`config.mk`:
```
export PLATFORM = sky130hd
export DESIGN_NAME = io_channel_fifo
export DESIGN_NICKNAME = d
export VERILOG_FILES = /design/src/rtl/io_channel_fifo.sv
export SDC_FILE = /design/constraint.sdc
export NUM_CORES = 1
export LEC_CHECK = 0
export ABC_AREA = 1
export ABC_CLOCK_PERIOD_IN_PS = 6400
export BUFFER_PORTS_ARGS = -buffer_cell sky130_fd_sc_hd__buf_2
export CAP_MARGIN = 20
export CORE_MARGIN = 4
export CORE_UTILIZATION = 55
export CTS_CLUSTER_DIAMETER = 40
export DETAILED_ROUTE_END_ITERATION = 10
export MAX_ROUTING_LAYER = met4
export PLACE_DENSITY = 0.74
export REMOVE_ABC_BUFFERS = 1
export SLEW_MARGIN = 20
export SYNTH_ARGS = -nofsm -noshare
export SYNTH_HDL_FRONTEND = slang
export SYNTH_SLANG_ARGS = --single-unit
```
`constraint.sdc`:
```
create_clock -name clock -period 6.4 [get_ports clock]
set_clock_uncertainty 0.05 [all_clocks]
set_input_delay 0.96 -clock clock [delete_from_list [all_inputs] [get_ports clock]]
set_output_delay 0.96 -clock clock [all_outputs]
set_load 0.02 [all_outputs]
```
`src/rtl/io_channel_fifo.sv`:
```
// Two single-clock word channels between a host and the CPU core:
// an input channel popped by "in" and an output channel filled by "out".
module io_channel_fifo #(
    parameter int MemoryElementWidth = 12,
    parameter int NIn = 8,
    parameter int NOut = 8,
    parameter int OutWrap = 0
) (
    input  logic                          clock,
    input  logic                          reset,
    input  logic                          inPush,
    input  logic [MemoryElementWidth-1:0] inData,
    output logic                          inFull,
    input  logic                          cpuIn,
    output logic [MemoryElementWidth-1:0] cpuInData,
    output logic                          cpuInValid,
    output logic [$clog2(NIn+1)-1:0]      inSize,
    input  logic                          cpuOut,
    input  logic [MemoryElementWidth-1:0] cpuOutData,
    input  logic                          outPop,
    output logic [MemoryElementWidth-1:0] outData,
    output logic                          outEmpty,
    output logic [$clog2(NOut+1)-1:0]     outCount,
    output logic                          inUnderflow,
    output logic                          outOverflow,
    input  logic                          clearErr
);

    localparam int W   = MemoryElementWidth;
    localparam int IAW = $clog2(NIn);
    localparam int ICW = $clog2(NIn+1);
    localparam int OAW = $clog2(NOut);
    localparam int OCW = $clog2(NOut+1);

    localparam logic [IAW-1:0] IN_LAST   = IAW'(NIn-1);
    localparam logic [ICW-1:0] IN_DEPTH  = ICW'(NIn);
    localparam logic [OAW-1:0] OUT_LAST  = OAW'(NOut-1);
    localparam logic [OCW-1:0] OUT_DEPTH = OCW'(NOut);
    localparam logic           WRAP_EN   = (OutWrap != 0);

    logic [W-1:0]   r_in_mem [NIn];
    logic [IAW-1:0] r_in_wr;
    logic [IAW-1:0] r_in_rd;
    logic [ICW-1:0] r_in_cnt;
    logic [W-1:0]   r_cpu_data;
    logic           r_cpu_valid;
    logic           r_underflow;

    logic [W-1:0]   r_out_mem [NOut];
    logic [OAW-1:0] r_out_wr;
    logic [OAW-1:0] r_out_rd;
    logic [OCW-1:0] r_out_cnt;
    logic           r_overflow;

    logic w_in_full;
    logic w_in_empty;
    logic w_in_push;
    logic w_in_pop;
    logic w_out_full;
    logic w_out_empty;
    logic w_out_pop;
    logic w_out_ovf;
    logic w_out_write;
    logic w_out_rd_adv;

    function automatic logic [IAW-1:0] in_next(input logic [IAW-1:0] p);
        return (p == IN_LAST) ? '0 : p + 1'b1;
    endfunction

    function automatic logic [OAW-1:0] out_next(input logic [OAW-1:0] p);
        return (p == OUT_LAST) ? '0 : p + 1'b1;
    endfunction

    // Input channel handshake decode; the pop sees only pre-edge contents
    assign w_in_full  = (r_in_cnt == IN_DEPTH);
    assign w_in_empty = (r_in_cnt == '0);
    assign w_in_push  = inPush & ~w_in_full;
    assign w_in_pop   = cpuIn & ~w_in_empty;

    // Output channel decode; a write into a full channel either rides on a
    // same-cycle pop, overwrites the oldest word, or is dropped
    assign w_out_full   = (r_out_cnt == OUT_DEPTH);
    assign w_out_empty  = (r_out_cnt == '0);
    assign w_out_pop    = outPop & ~w_out_empty;
    assign w_out_ovf    = cpuOut & w_out_full & ~w_out_pop;
    assign w_out_write  = cpuOut & (~w_out_full | w_out_pop | WRAP_EN);
    assign w_out_rd_adv = w_out_pop | (w_out_ovf & WRAP_EN);

    assign inFull      = w_in_full;
    assign inSize      = r_in_cnt;
    assign cpuInData   = r_cpu_data;
    assign cpuInValid  = r_cpu_valid;
    assign inUnderflow = r_underflow;
    assign outEmpty    = w_out_empty;
    assign outCount    = r_out_cnt;
    assign outData     = r_out_mem[r_out_rd];
    assign outOverflow = r_overflow;

    // Input channel storage, no reset needed
    always_ff @(posedge clock) begin
        if (w_in_push) begin
            r_in_mem[r_in_wr] <= inData;
        end
    end

    // Input channel pointers, occupancy and CPU-side pop register
    always_ff @(posedge clock or posedge reset) begin
        if (reset) begin
            r_in_wr     <= '0;
            r_in_rd     <= '0;
            r_in_cnt    <= '0;
            r_cpu_data  <= '0;
            r_cpu_valid <= 1'b0;
        end else begin
            r_cpu_valid <= w_in_pop;
            if (w_in_push) begin
                r_in_wr <= in_next(r_in_wr);
            end
            if (w_in_pop) begin
                r_cpu_data <= r_in_mem[r_in_rd];
                r_in_rd    <= in_next(r_in_rd);
            end
            if (w_in_push && !w_in_pop) begin
                r_in_cnt <= r_in_cnt + ICW'(1);
            end else if (!w_in_push && w_in_pop) begin
                r_in_cnt <= r_in_cnt - ICW'(1);
            end
        end
    end

    // Output channel storage, no reset needed
    always_ff @(posedge clock) begin
        if (w_out_write) begin
            r_out_mem[r_out_wr] <= cpuOutData;
        end
    end

    // Output channel pointers and occupancy
    always_ff @(posedge clock or posedge reset) begin
        if (reset) begin
            r_out_wr  <= '0;
            r_out_rd  <= '0;
            r_out_cnt <= '0;
        end else begin
            if (w_out_write) begin
                r_out_wr <= out_next(r_out_wr);
            end
            if (w_out_rd_adv) begin
                r_out_rd <= out_next(r_out_rd);
            end
            if (w_out_write && !w_out_rd_adv) begin
                r_out_cnt <= r_out_cnt + OCW'(1);
            end else if (!w_out_write && w_out_rd_adv) begin
                r_out_cnt <= r_out_cnt - OCW'(1);
            end
        end
    end

    // Sticky error flags; clearErr wins over a same-cycle set
    always_ff @(posedge clock or posedge reset) begin
        if (reset) begin
            r_underflow <= 1'b0;
            r_overflow  <= 1'b0;
        end else if (clearErr) begin
            r_underflow <= 1'b0;
            r_overflow  <= 1'b0;
        end else begin
            if (cpuIn && w_in_empty) begin
                r_underflow <= 1'b1;
            end
            if (w_out_ovf) begin
                r_overflow <= 1'b1;
            end
        end
    end

endmodule

```
Word level (Yosys, flattened, before mapping)
Memory sizes are Yosys's and may differ from the RTL's. A register that Yosys moved wholly into a read port is not among the register bits. Index checks and enable logic that the tools add are counted.

Flip-flop bits (word level): 23. Bits in latches: 0. Memory bits (writable): 192. ROM bits: 0. Bits of input ports: 31. Output and inout bits: 37. Word-level logic and storage cells: 68. Memories kept: 2.

Memory list: r_in_mem (depth 8, width 12, rd ports 1, clocked after Yosys merged registers in 1, write ports 1, RTL line 41) `logic [W-1:0] r_in_mem [NIn];`; r_out_mem (depth 8, width 12, rd ports 1, clocked after Yosys merged registers in 0, write ports 1, RTL line 49) `logic [W-1:0] r_out_mem [NOut];`.

$add $sub $neg: 8. $mul: 0. Div/mod/pow operators: 0. Magnitude comparators: 0. Equal/unequal tests: 6. Shifts and indexed selects: 0. Multiplexer cells: 16. Bitwise operators: 12. Reductions and logical operators: 15.

Operators with widths (number): 4-bit two-way mux (4); 3-bit by 1-bit adder with 3-bit output, second input constant (4); 3-bit == test, second input constant (4); 3-bit two-way mux (4); 4-bit by 1-bit adder with 4-bit output, second input constant (2); 4-bit == test, second input constant (2); 4-bit zero test (2); 1-bit two-way mux (8); 2-bit nonzero test (4); 4-bit by 1-bit subtractor with 4-bit output, second input constant (2); 1-bit AND (6); 1-bit logical AND (5); 1-bit NOT (5); 1-bit zero test (4); 1-bit OR (1).

Logic depth before layout (Yosys ltp)
Gate-level depths: netlist (run 1).

Depth after elaboration: 9. Mapped depth: 15.

Worst setup path before layout (run 1)
Ideal clock, no wire load.

Path kind: in2reg. Start: in outPop. End: reg r_out_cnt[3], in the netlist outCount[3]. Data arrival time: 2.350 ns. Required time: 6.234 ns. Slack: 3.883 ns. Cell stages on the path: 12. Buffers on the path: 0. Cells stage by stage: inv_1 > nand3_1 > nand2_1 > inv_1 > ha_1 > inv_1 > ha_1 > or2_2 > nand3_1 > nand2_1 > nand2_1 > nand2_1.

Longest elaborated chain between the ends: 6. Elaborated cells on any way between the ends: 9. Those cells by class: mux: 1; bitwise: 3; reduce/logical: 5.

Ends and longest elaborated chain: start: declaration (RTL line 20) `input logic outPop,`; 1-bit AND * (RTL line 84) `assign w_out_pop = outPop & ~w_out_empty;`; 1-bit OR * (RTL line 86) `assign w_out_write = cpuOut & (~w_out_full | w_out_pop | WRAP_EN);`; 1-bit AND * (RTL line 86); named net w_out_write (RTL line 63) `logic w_out_write;`; 1-bit zero test (RTL line 153) `end else if (!w_out_write && w_out_rd_adv) begin`; 1-bit logical AND (RTL line 153); 2-bit nonzero test (no line); end signal: assignment (RTL line 152) `r_out_cnt <= r_out_cnt + OCW'(1);`; end signal: assignment (RTL line 154) `r_out_cnt <= r_out_cnt - OCW'(1);`; end: declaration (RTL line 52) `logic [OCW-1:0] r_out_cnt;`.

The timed path passes the listed nets; every way through them passes the cells marked *. A chain may end at the register's enable or synchronous reset.

Worst setup path in the final report (run 1)
Start: reg r_out_rd[0]. End: out outData[7].

Longest elaborated chain between the ends: 1.

Ends and longest elaborated chain: start: declaration (RTL line 51) `logic [OAW-1:0] r_out_rd;`; start signal: assignment (RTL line 149) `r_out_rd <= out_next(r_out_rd);`; memory read 8 x 12 bit; end: declaration (RTL line 21) `output logic [MemoryElementWidth-1:0] outData,`.

No other way between the ends.

==> results of run 1 <==
[layout by cell type, fill, tap and decap left out]
master	instances
nand2_1	232
edfxtp_1	192
inv_1	96
nor2_1	88
nand3_1	85
buf_2	67
o21ai_0	65
dfrtp_1	35
clkbuf_16	29
o21ai_1	18
ha_1	14
buf_4	12
nor2_2	8
inv_2	5
clkinvlp_4	5
xnor2_1	4
a21oi_1	4
clkinv_1	4
clkbuf_1	4
clkinv_4	3
inv_6	3
nand4_1	2
or2_2	2
fa_1	2
bufinv_16	2
clkinv_2	2
nand2_2	1
inv_8	1
clkbuf_8	1
[cell type report]
class | count | area (sq um)
Multi-Input combinational cell | 525 | 2394
Fill cell | 1298 | 6175
Clock buffer | 34 | 754.5
Timing Repair Buffer | 79 | 425.4
Tap cell | 225 | 281.5
Clock inverter | 18 | 178.9
Sequential cell | 227 | 6641
Inverter | 103 | 386.6
[tightest hold or removal path, delay by kind of cell, from the launching register on]
family	cells	cell delay, ns
flops	1	0.34
simple gates	2	0.10
[cell usage after synthesis, types with 2 or more instances]
master	instances
nand2_1	232
edfxtp_1	192
inv_1	97
nor2_1	95
nand3_1	85
o21ai_0	65
dfrtp_1	35
buf_2	18
o21ai_1	18
ha_1	14
clkbuf_1	6
buf_4	5
inv_2	5
a21oi_1	4
buf_6	4
xnor2_1	4
buf_1	2
fa_1	2
nand4_1	2
or2_2	2
[kinds of logic (layout without fill, tap and decap cells)]
family	Yosys count	count (layout)
AO/OA/AOI/OAI	87	87
adder cells (fa/ha/maj)	16	16
XOR/XNOR	4	4
flip-flops	227	227
buffers and inverters	139	234
AND/OR/NAND/NOR	418	418
[flip-flops by register name, indices dropped and copies added (netlist names)]
signal and count:
r_out_rd 3, r_in_wr 3, inSize 4, cpuInData 12, cpuInValid 1, inUnderflow 1
r_in_mem 96, r_in_rd 3, outCount 4, r_out_mem 96, r_out_wr 3, outOverflow 1
[how the worst max path moves through the flow]
stage | start | end | slack [ns]
floorplan | r_out_rd[0] | outData[0] | 3.45
global placement | outPop | r_out_mem[3][2] | 3.32
detailed placement | outPop | r_out_mem[5][2] | 3.44
CTS | r_out_rd[0] | outData[9] | 2.88
global route | r_out_rd[0] | outData[7] | 2.67
finish | r_out_rd[0] | outData[7] | 2.90
[per-stage QoR]
| step | hold slack (ns) | setup WS, ns | instances |
|---|---|---|---|
| after floorplan | 0.4516 | 3.447 | 855 |
| after detailed placement | 0.4117 | 3.438 | 1159 |
| final | 0.4236 | 2.896 | 1211 |
| after CTS | 0.4319 | 2.882 | 1211 |
| after global routing | 0.4612 | 2.670 | 1211 |
| after global placement | 0.4060 | 3.317 | 1159 |
[per-layer routing]
layer | part of all wire (%) | vias up | global-route usage, %
li1 | - | 3109 | -
met1 | 42 | 2981 | 27.07
met2 | 49 | 210 | 33.85
met3 | 6.7 | 31 | 3.892
met4 | 1.9 | 0 | 5.201
met5 | 0 | - | -
[power by group through the flow]
stage | clock network (uW) | logic, uW | registers, uW
3_3_place_gp | 0 | 1670 | 2090
3_5_place_dp | 0 | 1710 | 2090
6_report | 1540 | 1710 | 2070
4_1_cts | 1560 | 1720 | 2070
5_1_grt | 1630 | 1940 | 2100
2_1_floorplan | 0 | 1020 | 2200
==> results.tsv, run 1 <==
stage	metric	value	unit
drt	drt_wl_cell	16.27	um
sta	number_of_hold_violations_in_the_final_report	0	
critical_path	startpoint_type	flip-flop	
sta	setup-tns-final	0	ns
placed_design	dpl_cell_area	10120	sq um
placed_design	hpwl	11450	um
pwr	pwr-share-comb	32.1	%
pwr	share_of_total_power_consumed_by_net_switching	36.76	%
floorplan	die_height	140.2	um
drt	remaining_drc_errors	0	
synthesis	post_synth_and_or_nand_nor_area_fraction	17.59	%
cts	cts_setup_buffers	0	
global_routing	grt_first_pass_wirelength	31400	um
critical_path	crit-reg2reg-capture	inSize[3]	
critical_path	critical-path-max-stage-delay	0.62	ns
synthesis	yosys.area.top_type_share	59.98	%
floorplan	num_rows	48	
synthesis	synth-seq-cells	227	
synthesis	synth_top_family_by_area	simple AND/OR/NAND/NOR gates	
worst_hold_path	whs_path_depth	2	
drt	detailedRoute.firstPassIterationCount	5	
global_routing	grt_max_degree	52	
critical_path	timing_worst_setup_path_type	flip-flop to output port	
cells_and_area	area_delta_synth_final	15.09	%
cts	clk_transition_reported_paths	0.06	ns
synthesis	yosys.area_share.xor_xnor	0.3645	%
cells_and_area	design.final.nets	1011	
critical_path	critical-path-top-cell-by-count	nand2_1	
critical_path	reg2reg_depth	12	
synthesis	syn-cell-area	9612	sq um
sta	grt_setup_unrepaired	no	
pwr	power.ir.vdd_worst	0.2812	mV
pwr	total_leakage_power	0.004648	uW
cts	cts-htree-levels	1	
cts	hold_buffers	0	
synthesis	synthesis.area_per_instance	10.79	sq um
floorplan	initial_core_util	55.76	%
synthesis	yosys.area_share.adder	2.239	%
cells_and_area	layout.cell_area.non_filler	11060	sq um
worst_hold_path	worst_hold_startpoint	cpuInData[10]	
floorplan	width_of_the_chip	140.2	um
critical_path	worstPathMaxFanout	51	
critical_path	worstPathArrival	2.49	ns
floorplan	ioPinCount	68	
sta	total_of_endpoints_with_negative_setup_slack_in_the_final_report	0	
critical_path	crit-reg2reg-launch	inSize[0]	
cts	insertion_delay	0.52	ns
synthesis	number_of_flops_mapped_to_enable_cells_by_yosys	192	
drt	drt-initial-drc-count	539	
pwr	net-switching-power	1953	uW
drt	num_vias	6331	
flow_run	cap_viol_max_count	0	
synthesis	synthDistinctLibCells	24	
critical_path	critPathBufInv	3	
synthesis	yosysWarnings	0	
sta	max_slew_violation_count	0	
sta	max_freq	285.4	MHz
critical_path	cpMaxStageDelayCell	inv_2	
synthesis	yosysSeqAreaShare	69.10	%
pwr	p_total	5312	uW
pwr	share_clk_of_total_power	28.9	%
sta	timing.slew.headroom	28.89	%
pwr	seq_power_share	39.0	%
synthesis	postSynth.asyncResetShare	15.42	%
drt	drtAntennaViolNets	0	
sta	max_slew.worst_pin.slew	1.067	ns
cts	cts.sink_count	227	
global_routing	first_global_vias	6036	
critical_path	timing.critical_path.required	5.39	ns
cells_and_area	final_core_utilization	64.18	%
floorplan	core_area	17240	sq um
cts	clk_tree_root_cell	clkbuf_16	
placed_design	gp_routability_congestion	0.7590	
critical_path	crit_cells	7	
global_routing	grt_antenna_before_repair	0	
synthesis	netlist.top_cell.by_area	edfxtp_1	
outcome	run_status	complete, no violations	
floorplan	area_of_the_die	19650	sq um
pwr	cellPowerDensity	480.2	nW/um^2
cells_and_area	antenna_cells	0	
worst_hold_path	timing.hold.worst_endpoint	cpuInData[10]	
cts	cts_resized	0	
global_routing	overflow	0	
placed_design	number_of_port_buffers	67	
synthesis	syn-instance-count	891	
cts	clk_path_buf_depth	3	
critical_path	crit_family	buffers and inverters	
critical_path	path_cells	buf_4 > inv_2 > o21ai_0 > o21ai_1 > nand2_1 > nand2_1 > buf_2	
sta	period_utilisation_layout	54.75	%
critical_path	worst-r2r-setup-slack	3.96	ns
critical_path	timing.critical_path.to_type	output port	
worst_hold_path	min_path_type	flip-flop to flip-flop	
global_routing	grt.total_usage	20.68	%
synthesis	compound_gate_fraction_of_synth_area	4.530	%
synthesis	ys_dominant_reg_cell	edfxtp_1	
cts	tritoncts.num_buffers	28	
sta	finalWorstPathRequiredPeriod	3.504	ns
synthesis	synth.area.top_cells	edfxtp_1 (60%), dfrtp_1 (9.1%), nand2_1 (9.1%)	
drt	detail_route.vias_per_cell	5.228	
cts	tritoncts	built	
synthesis	muxShareOfSynthArea	0	%
drt	finalWirelength	19700	um
cells_and_area	layout-drive-gt1-share	14.30	%
pwr	cellInternalPower	3359	uW
No activity file was read; power rests on OpenSTA's default activity.
==> inputs of run 2 (changes only) <==
--- a/config.mk
+++ b/config.mk
@@ -5,8 +5,8 @@
 export SDC_FILE = /design/constraint.sdc
 export NUM_CORES = 1
 export LEC_CHECK = 0
-export ABC_AREA = 1
-export ABC_CLOCK_PERIOD_IN_PS = 6400
+export ABC_AREA = 0
+export ABC_CLOCK_PERIOD_IN_PS = 3600
 export BUFFER_PORTS_ARGS = -buffer_cell sky130_fd_sc_hd__buf_2
 export CAP_MARGIN = 20
 export CORE_MARGIN = 4
==> constraint.sdc (replaced) <==
create_clock -name clock -period 3.6 [get_ports clock]
set_clock_uncertainty 0.05 [all_clocks]
set_input_delay 0.54 -clock clock [delete_from_list [all_inputs] [get_ports clock]]
set_output_delay 0.54 -clock clock [all_outputs]
set_load 0.02 [all_outputs]
==> results.tsv, run 2 <==
stage	metric	value	unit
outcome	run_status	complete, no violations	
sta	number_of_hold_violations_in_the_final_report	0	
critical_path	worstPathMaxFanout	10	
drt	num_vias	4849	
placed_design	gp_routability_congestion	0.8530	
floorplan	ioPinCount	68	
cts	cts_setup_buffers	0	
critical_path	crit_family	compound AO/OA/AOI/OAI gates	
cells_and_area	layout-drive-gt1-share	30.56	%
cells_and_area	final.fill_count	1104	
floorplan	initial_core_util	55.80	%
critical_path	critPathBufInv	2	
sta	period_utilisation_layout	89.45	%
critical_path	timing_worst_setup_path_type	flip-flop to flip-flop	
sta	grt_setup_unrepaired	no	
sta	total_of_endpoints_with_negative_setup_slack_in_the_final_report	0	
cells_and_area	layout.cells.most_common_list	edfxtp_1 (192), buf_2 (67), mux2_2 (40), dfrtp_1 (34), nand2_1 (31)	
cts	cts.sink_count	227	
synthesis	yosysMostFrequentCell	edfxtp_1	
placed_design	dpl_cell_area	9908	sq um
sta	finalWorstPathRequiredPeriod	3.220	ns
drt	finalWirelength	17520	um
synthesis	syn-instance-count	502	
synthesis	number_of_flops_mapped_to_enable_cells_by_yosys	192	
synthesis	ys_dominant_reg_cell	edfxtp_1	
synthesis	yosys.area.top_type_share	62.52	%
cts	clk_tree_root_cell	clkbuf_16	
cts	insertion_delay	0.53	ns
synthesis	syn-cell-area	9221	sq um
global_routing	grt_first_pass_wirelength	27380	um
drt	detail_route.vias_per_cell	5.732	
global_routing	overflow	0	
sta	final_critical_path_setup_slack	0.3797	ns
sta	max_slew.worst_pin.slew	0.9086	ns
critical_path	worstPathArrival	3.56	ns
drt	detailedRoute.firstPassIterationCount	4	
critical_path	critical-path-max-stage-delay	0.46	ns
placed_design	setup_slack_at_placement	0.4430	ns
synthesis	yosysSeqAreaShare	72.02	%
pwr	power.ir.vdd_worst	0.4692	mV
floorplan	area_of_the_die	18900	sq um
cells_and_area	design.final.nets	651	
flow_run	cap_viol_max_count	0	
cells_and_area	area_delta_synth_final	17.29	%
worst_hold_path	min_path_type	primary input to asynchronous set/reset pin	
critical_path	timing.critical_path.to_type	flip-flop	
cells_and_area	layout.cell_area.non_filler	10820	sq um
synthesis	netlist.top_cell.by_area	edfxtp_1	
cts	tritoncts.num_buffers	28	
sta	timing.slew.headroom	39.43	%
critical_path	cpMaxStageDelayCell	or3_4	
synthesis	synthesis.area_per_instance	18.37	sq um
global_routing	grt_max_degree	39	
placed_design	hpwl	10510	um
critical_path	path_cells	or3_4 > o21ai_4 > inv_1 > ha_1 > inv_1 > ha_1 > a21o_1 > a2111oi_0 > a31oi_1 > a221o_1	
global_routing	grt_antenna_before_repair	1	
cts	cts-htree-levels	1	
floorplan	width_of_the_chip	137.5	um
floorplan	num_rows	47	
sta	max_freq	310.5	MHz
drt	drt-initial-drc-count	286	
pwr	cellPowerDensity	842.0	nW/um^2
cts	clk_transition_reported_paths	0.06	ns
sta	max_slew_violation_count	0	
drt	drtAntennaViolNets	0	
cts	hold_buffers	0	
synthesis	synth-seq-cells	227	
synthesis	synth.area.top_cells	edfxtp_1 (63%), dfrtp_1 (9.5%), mux4_1 (6.6%)	
pwr	total_leakage_power	0.004024	uW
drt	remaining_drc_errors	0	
cts	clk_path_buf_depth	3	
synthesis	postSynth.asyncResetShare	15.42	%
cells_and_area	layout_commonest_cell	edfxtp_1	
placed_design	number_of_port_buffers	67	
critical_path	timing.critical_path.required	3.94	ns
synthesis	yosysWarnings	0	
global_routing	first_global_vias	5114	
cts	tritoncts	built	
floorplan	core_area	16520	sq um
synthesis	synthDistinctLibCells	37	
critical_path	startpoint_type	flip-flop	
floorplan	die_height	137.5	um
synthesis	synth_common_cells	edfxtp_1 (192), mux2_2 (40), dfrtp_1 (35), nand2_1 (31), mux2i_1 (24)	
drt	drt_wl_cell	20.71	um
global_routing	grt.total_usage	19.72	%
cts	cts_resized	0	
## run 2: cell types whose count changed after synthesis, sizes merged, moves of 6 or more
cell | before | now
nand2b | 0 | 9
nand2 | 233 | 31
a21o | 0 | 6
inv | 102 | 7
nor3 | 0 | 15
mux2i | 0 | 24
mux4 | 0 | 24
buf | 29 | 14
o22ai | 0 | 12
nor2 | 96 | 13
o21ai | 83 | 19
mux2 | 0 | 40
a221o | 0 | 14
nand3 | 85 | 0
## run 2: stage by stage
step                      std cells  hold WS [ns]  total power (uW)  utilization, %  TNS, ns
after floorplan                 480        0.4711              5592               -  -0.2390
after global placement          793        0.4109              6388           59.96        0
after detailed placement        793        0.4237              6532           59.96        0
after CTS                       844        0.1166              9194           65.39        0
after global routing            846       0.06781              9580           65.45        0
final                           846       0.04390              9107           65.45        0
## run 2: logic make-up after synthesis
kind of cell	after synthesis	share of synthesized area, %
multiplexers	88	14.29
flip-flops	227	72.02
XOR/XNOR	4	0.3799
adder cells (fa/ha/maj)	16	2.334
buffers and inverters	29	1.981
AO/OA/AOI/OAI	63	5.251
AND/OR/NAND/NOR	75	3.745
## run 2: cell type report
class                   count  area [sq um]  area share [%]
flip-flops and latches    227          6643           61.42
diodes                      1         2.502         0.02314
multi-input cells         246          2421           22.39
well taps                 220         275.3           2.545
repair buffers             94         550.5           5.090
clock buffers              33         739.5           6.837
inverters                   7         26.28          0.2429
clock inverters            18         157.7           1.458
## run 2: metal layers
layer	vias up	part of all wire [%]	GRT usage (%)
met2	137	55	35.71
met4	0	1.8	5.876
met5	-	0	-
met3	24	5.4	2.922
li1	2240	-	-
met1	2448	38	22.78
## run 2: worst paths after layout
kind | endpoint | depth (start not counted) | slack, ns | from
worst max-delay path | outCount[3] | 10 | 0.38 | outCount[0]
worst min-delay path | cpuInData[8] | 2 | 0.04 | reset
worst max register to register | outCount[3] | 10 | 0.38 | outCount[0]
worst min register to register | cpuInData[2] | 2 | 0.43 | cpuInData[2]
max in group asynchronous | outCount[3] | 3 | 2.87 | reset
min in group clock | outOverflow | 2 | 0.13 | clearErr
## run 2: where the power goes
group          internal, uW  switching, uW  total (uW)
clock network          1560           1070        2630
logic                  1250           1440        2690
registers              3350            433        3780
total                  6160           2940        9110
## run 2: worst reg2reg max path: cells and delay by family, from the launching register on
family                     cells  cell delay [ns]
buffers and inverters          2             0.29
AOI/OAI and AO/OA              5             1.36
and+or+nand+nor                1             0.46
DFF                            1             0.44
adders and majority gates      2             0.50
==> inputs of run 3 (changes only) <==
--- a/config.mk
+++ b/config.mk
@@ -10,11 +10,10 @@
 export BUFFER_PORTS_ARGS = -buffer_cell sky130_fd_sc_hd__buf_2
 export CAP_MARGIN = 20
 export CORE_MARGIN = 4
-export CORE_UTILIZATION = 55
+export CORE_UTILIZATION = 45
 export CTS_CLUSTER_DIAMETER = 40
 export DETAILED_ROUTE_END_ITERATION = 10
 export MAX_ROUTING_LAYER = met4
-export PLACE_DENSITY = 0.74
 export REMOVE_ABC_BUFFERS = 1
 export SLEW_MARGIN = 20
 export SYNTH_ARGS = -nofsm -noshare
==> results.tsv, run 3 (synthesis gave the netlist of run 2 again) <==
stage	metric	value	unit
sta	number_of_hold_violations_in_the_final_report	0	
drt	num_vias	4755	
global_routing	overflow	0	
floorplan	initial_core_util	45.72	%
drt	detail_route.vias_per_cell	5.325	
cells_and_area	area_delta_synth_final	17.82	%
cts	clk_transition_reported_paths	0.06	ns
sta	timing.slew.headroom	31.43	%
cells_and_area	final_core_utilization	53.86	%
drt	drt_wl_cell	19.72	um
global_routing	grt_antenna_before_repair	0	
critical_path	crit-reg2reg-launch	outCount[0]	
cts	insertion_delay	0.52	ns
pwr	power.ir.vdd_worst	0.4057	mV
cts	tritoncts.num_buffers	28	
sta	finalWorstPathRequiredPeriod	3.237	ns
cts	clk_path_buf_depth	3	
floorplan	area_of_the_die	22850	sq um
cts	tritoncts	built	
pwr	share_clk_of_total_power	28.5	%
sta	max_freq	309.0	MHz
global_routing	grt_max_degree	42	
pwr	seq_power_share	41.9	%
cells_and_area	layout.cells.most_common_list	edfxtp_1 (192), buf_2 (67), mux2_2 (40), dfrtp_1 (34), nand2_1 (31)	
critical_path	worst-r2r-setup-slack	0.36	ns
global_routing	first_global_vias	5040	
critical_path	worstPathArrival	3.59	ns
critical_path	setup.worst_path.start	outCount[0]	
global_routing	grt.total_usage	16.29	%
drt	drt-initial-drc-count	258	
drt	drtAntennaViolNets	0	
sta	grt_setup_unrepaired	no	
sta	max_slew.worst_pin.slew	1.029	ns
cts	clk_tree_root_cell	clkbuf_16	
pwr	cellInternalPower	6139	uW
cts	cts-htree-levels	1	
pwr	share_of_total_power_consumed_by_net_switching	32.02	%
global_routing	grt_first_pass_wirelength	27510	um
cells_and_area	design.final.nets	649	
critical_path	crit-reg2reg-capture	outCount[3]	
cells_and_area	layout_commonest_cell	edfxtp_1	
sta	setup-tns-final	0	ns
placed_design	dpl_cell_area	9986	sq um
placed_design	hpwl	10870	um
critical_path	timing_worst_setup_path_type	flip-flop to flip-flop	
outcome	run_status	complete, no violations	
drt	remaining_drc_errors	0	
sta	total_of_endpoints_with_negative_setup_slack_in_the_final_report	0	
floorplan	core_area	20170	sq um
floorplan	ioPinCount	68	
cells_and_area	layout-drive-gt1-share	30.34	%
pwr	cellPowerDensity	831.3	nW/um^2
cts	cts_resized	0	
sta	max_slew_violation_count	0	
cts	cts.sink_count	227	
critical_path	startpoint_type	flip-flop	
pwr	pwr-share-comb	29.6	%
sta	final_critical_path_setup_slack	0.3633	ns
flow_run	cap_viol_max_count	0	
sta	period_utilisation_layout	89.91	%
cells_and_area	antenna_cells	0	
cts	hold_buffers	0	
placed_design	number_of_port_buffers	67	
pwr	net-switching-power	2892	uW
critical_path	worstPathMaxFanout	10	
critical_path	timing.critical_path.required	3.95	ns
placed_design	setup_slack_at_placement	0.3898	ns
cts	cts_setup_buffers	0	
critical_path	reg2reg_depth	10	
sta	fin_hold_ws	0.08299	ns
placed_design	gp_routability_congestion	0.8039	
critical_path	timing.critical_path.to_type	flip-flop	
drt	finalWirelength	17610	um
floorplan	width_of_the_chip	151.2	um
cells_and_area	layout.cell_area.non_filler	10860	sq um
floorplan	die_height	151.2	um
worst_hold_path	min_path_type	primary input to asynchronous set/reset pin	
pwr	total_leakage_power	0.004003	uW
floorplan	num_rows	52	
drt	detailedRoute.firstPassIterationCount	4	
run 3: changes by cell type in the layout (fill, tap and decap cells not counted), moves of 2 or more:
cell	before	now
clkinv_2	5	3
clkbuf_8	2	0
clkinv_1	2	4
nor3_2	0	7
clkbuf_1	3	7
nor3_1	15	8
inv_6	4	2
run 3: worst max path at each step:
stage	endpoint	slack (ns)
after CTS	outCount[3]	0.35
after detailed placement	outCount[3]	0.39
after global routing	outCount[3]	0.12
after global placement	outCount[3]	0.50
after floorplan	inSize[3]	-0.24
final	outCount[3]	0.36
run 3: critical path, cell delays in order, from the launching register on:
cell and delay (ns):
dfrtp_1 0.44, or3_4 0.45, o21ai_4 0.32, inv_1 0.13, ha_1 0.25, inv_1 0.16, ha_1 0.27, a21o_1 0.20
a2111oi_0 0.45, a31oi_1 0.08, a221o_1 0.32
run 3: area by class of cell:
| type | instances | area, sq um |
|---|---|---|
| Fill cell | 1602 | 9305 |
| Clock inverter | 15 | 126.4 |
| Multi-Input combinational cell | 246 | 2456 |
| Timing Repair Buffer | 92 | 523.0 |
| Sequential cell | 227 | 6643 |
| Tap cell | 270 | 337.8 |
| Inverter | 7 | 26.28 |
| Clock buffer | 36 | 752.0 |
run 3: stage by stage:
| stage | power (uW) | std cells |
|---|---|---|
| 3_5_place_dp | 6558 | 842 |
| 3_3_place_gp | 6461 | 842 |
| 6_report | 9032 | 893 |
| 5_1_grt | 9549 | 893 |
| 2_1_floorplan | 5592 | 480 |
| 4_1_cts | 9177 | 893 |
run 3: routing by layer:
layer,share of wire [%],global-route usage (%),vias to the layer above
li1,-,-,2232
met1,42,19.72,2409
met2,52,28.47,83
met3,4.4,2.843,31
met4,1.6,4.261,0
met5,0,-,-
run 3: power by group through the flow:
| stage | Clock, uW | Sequential [uW] | Combinational, uW |
|---|---|---|---|
| finish | 2570 | 3790 | 2670 |
| global route | 2770 | 3850 | 2940 |
| CTS | 2650 | 3790 | 2730 |
| detailed placement | 0 | 3840 | 2710 |
| global placement | 0 | 3810 | 2650 |
| floorplan | 0 | 3950 | 1640 |
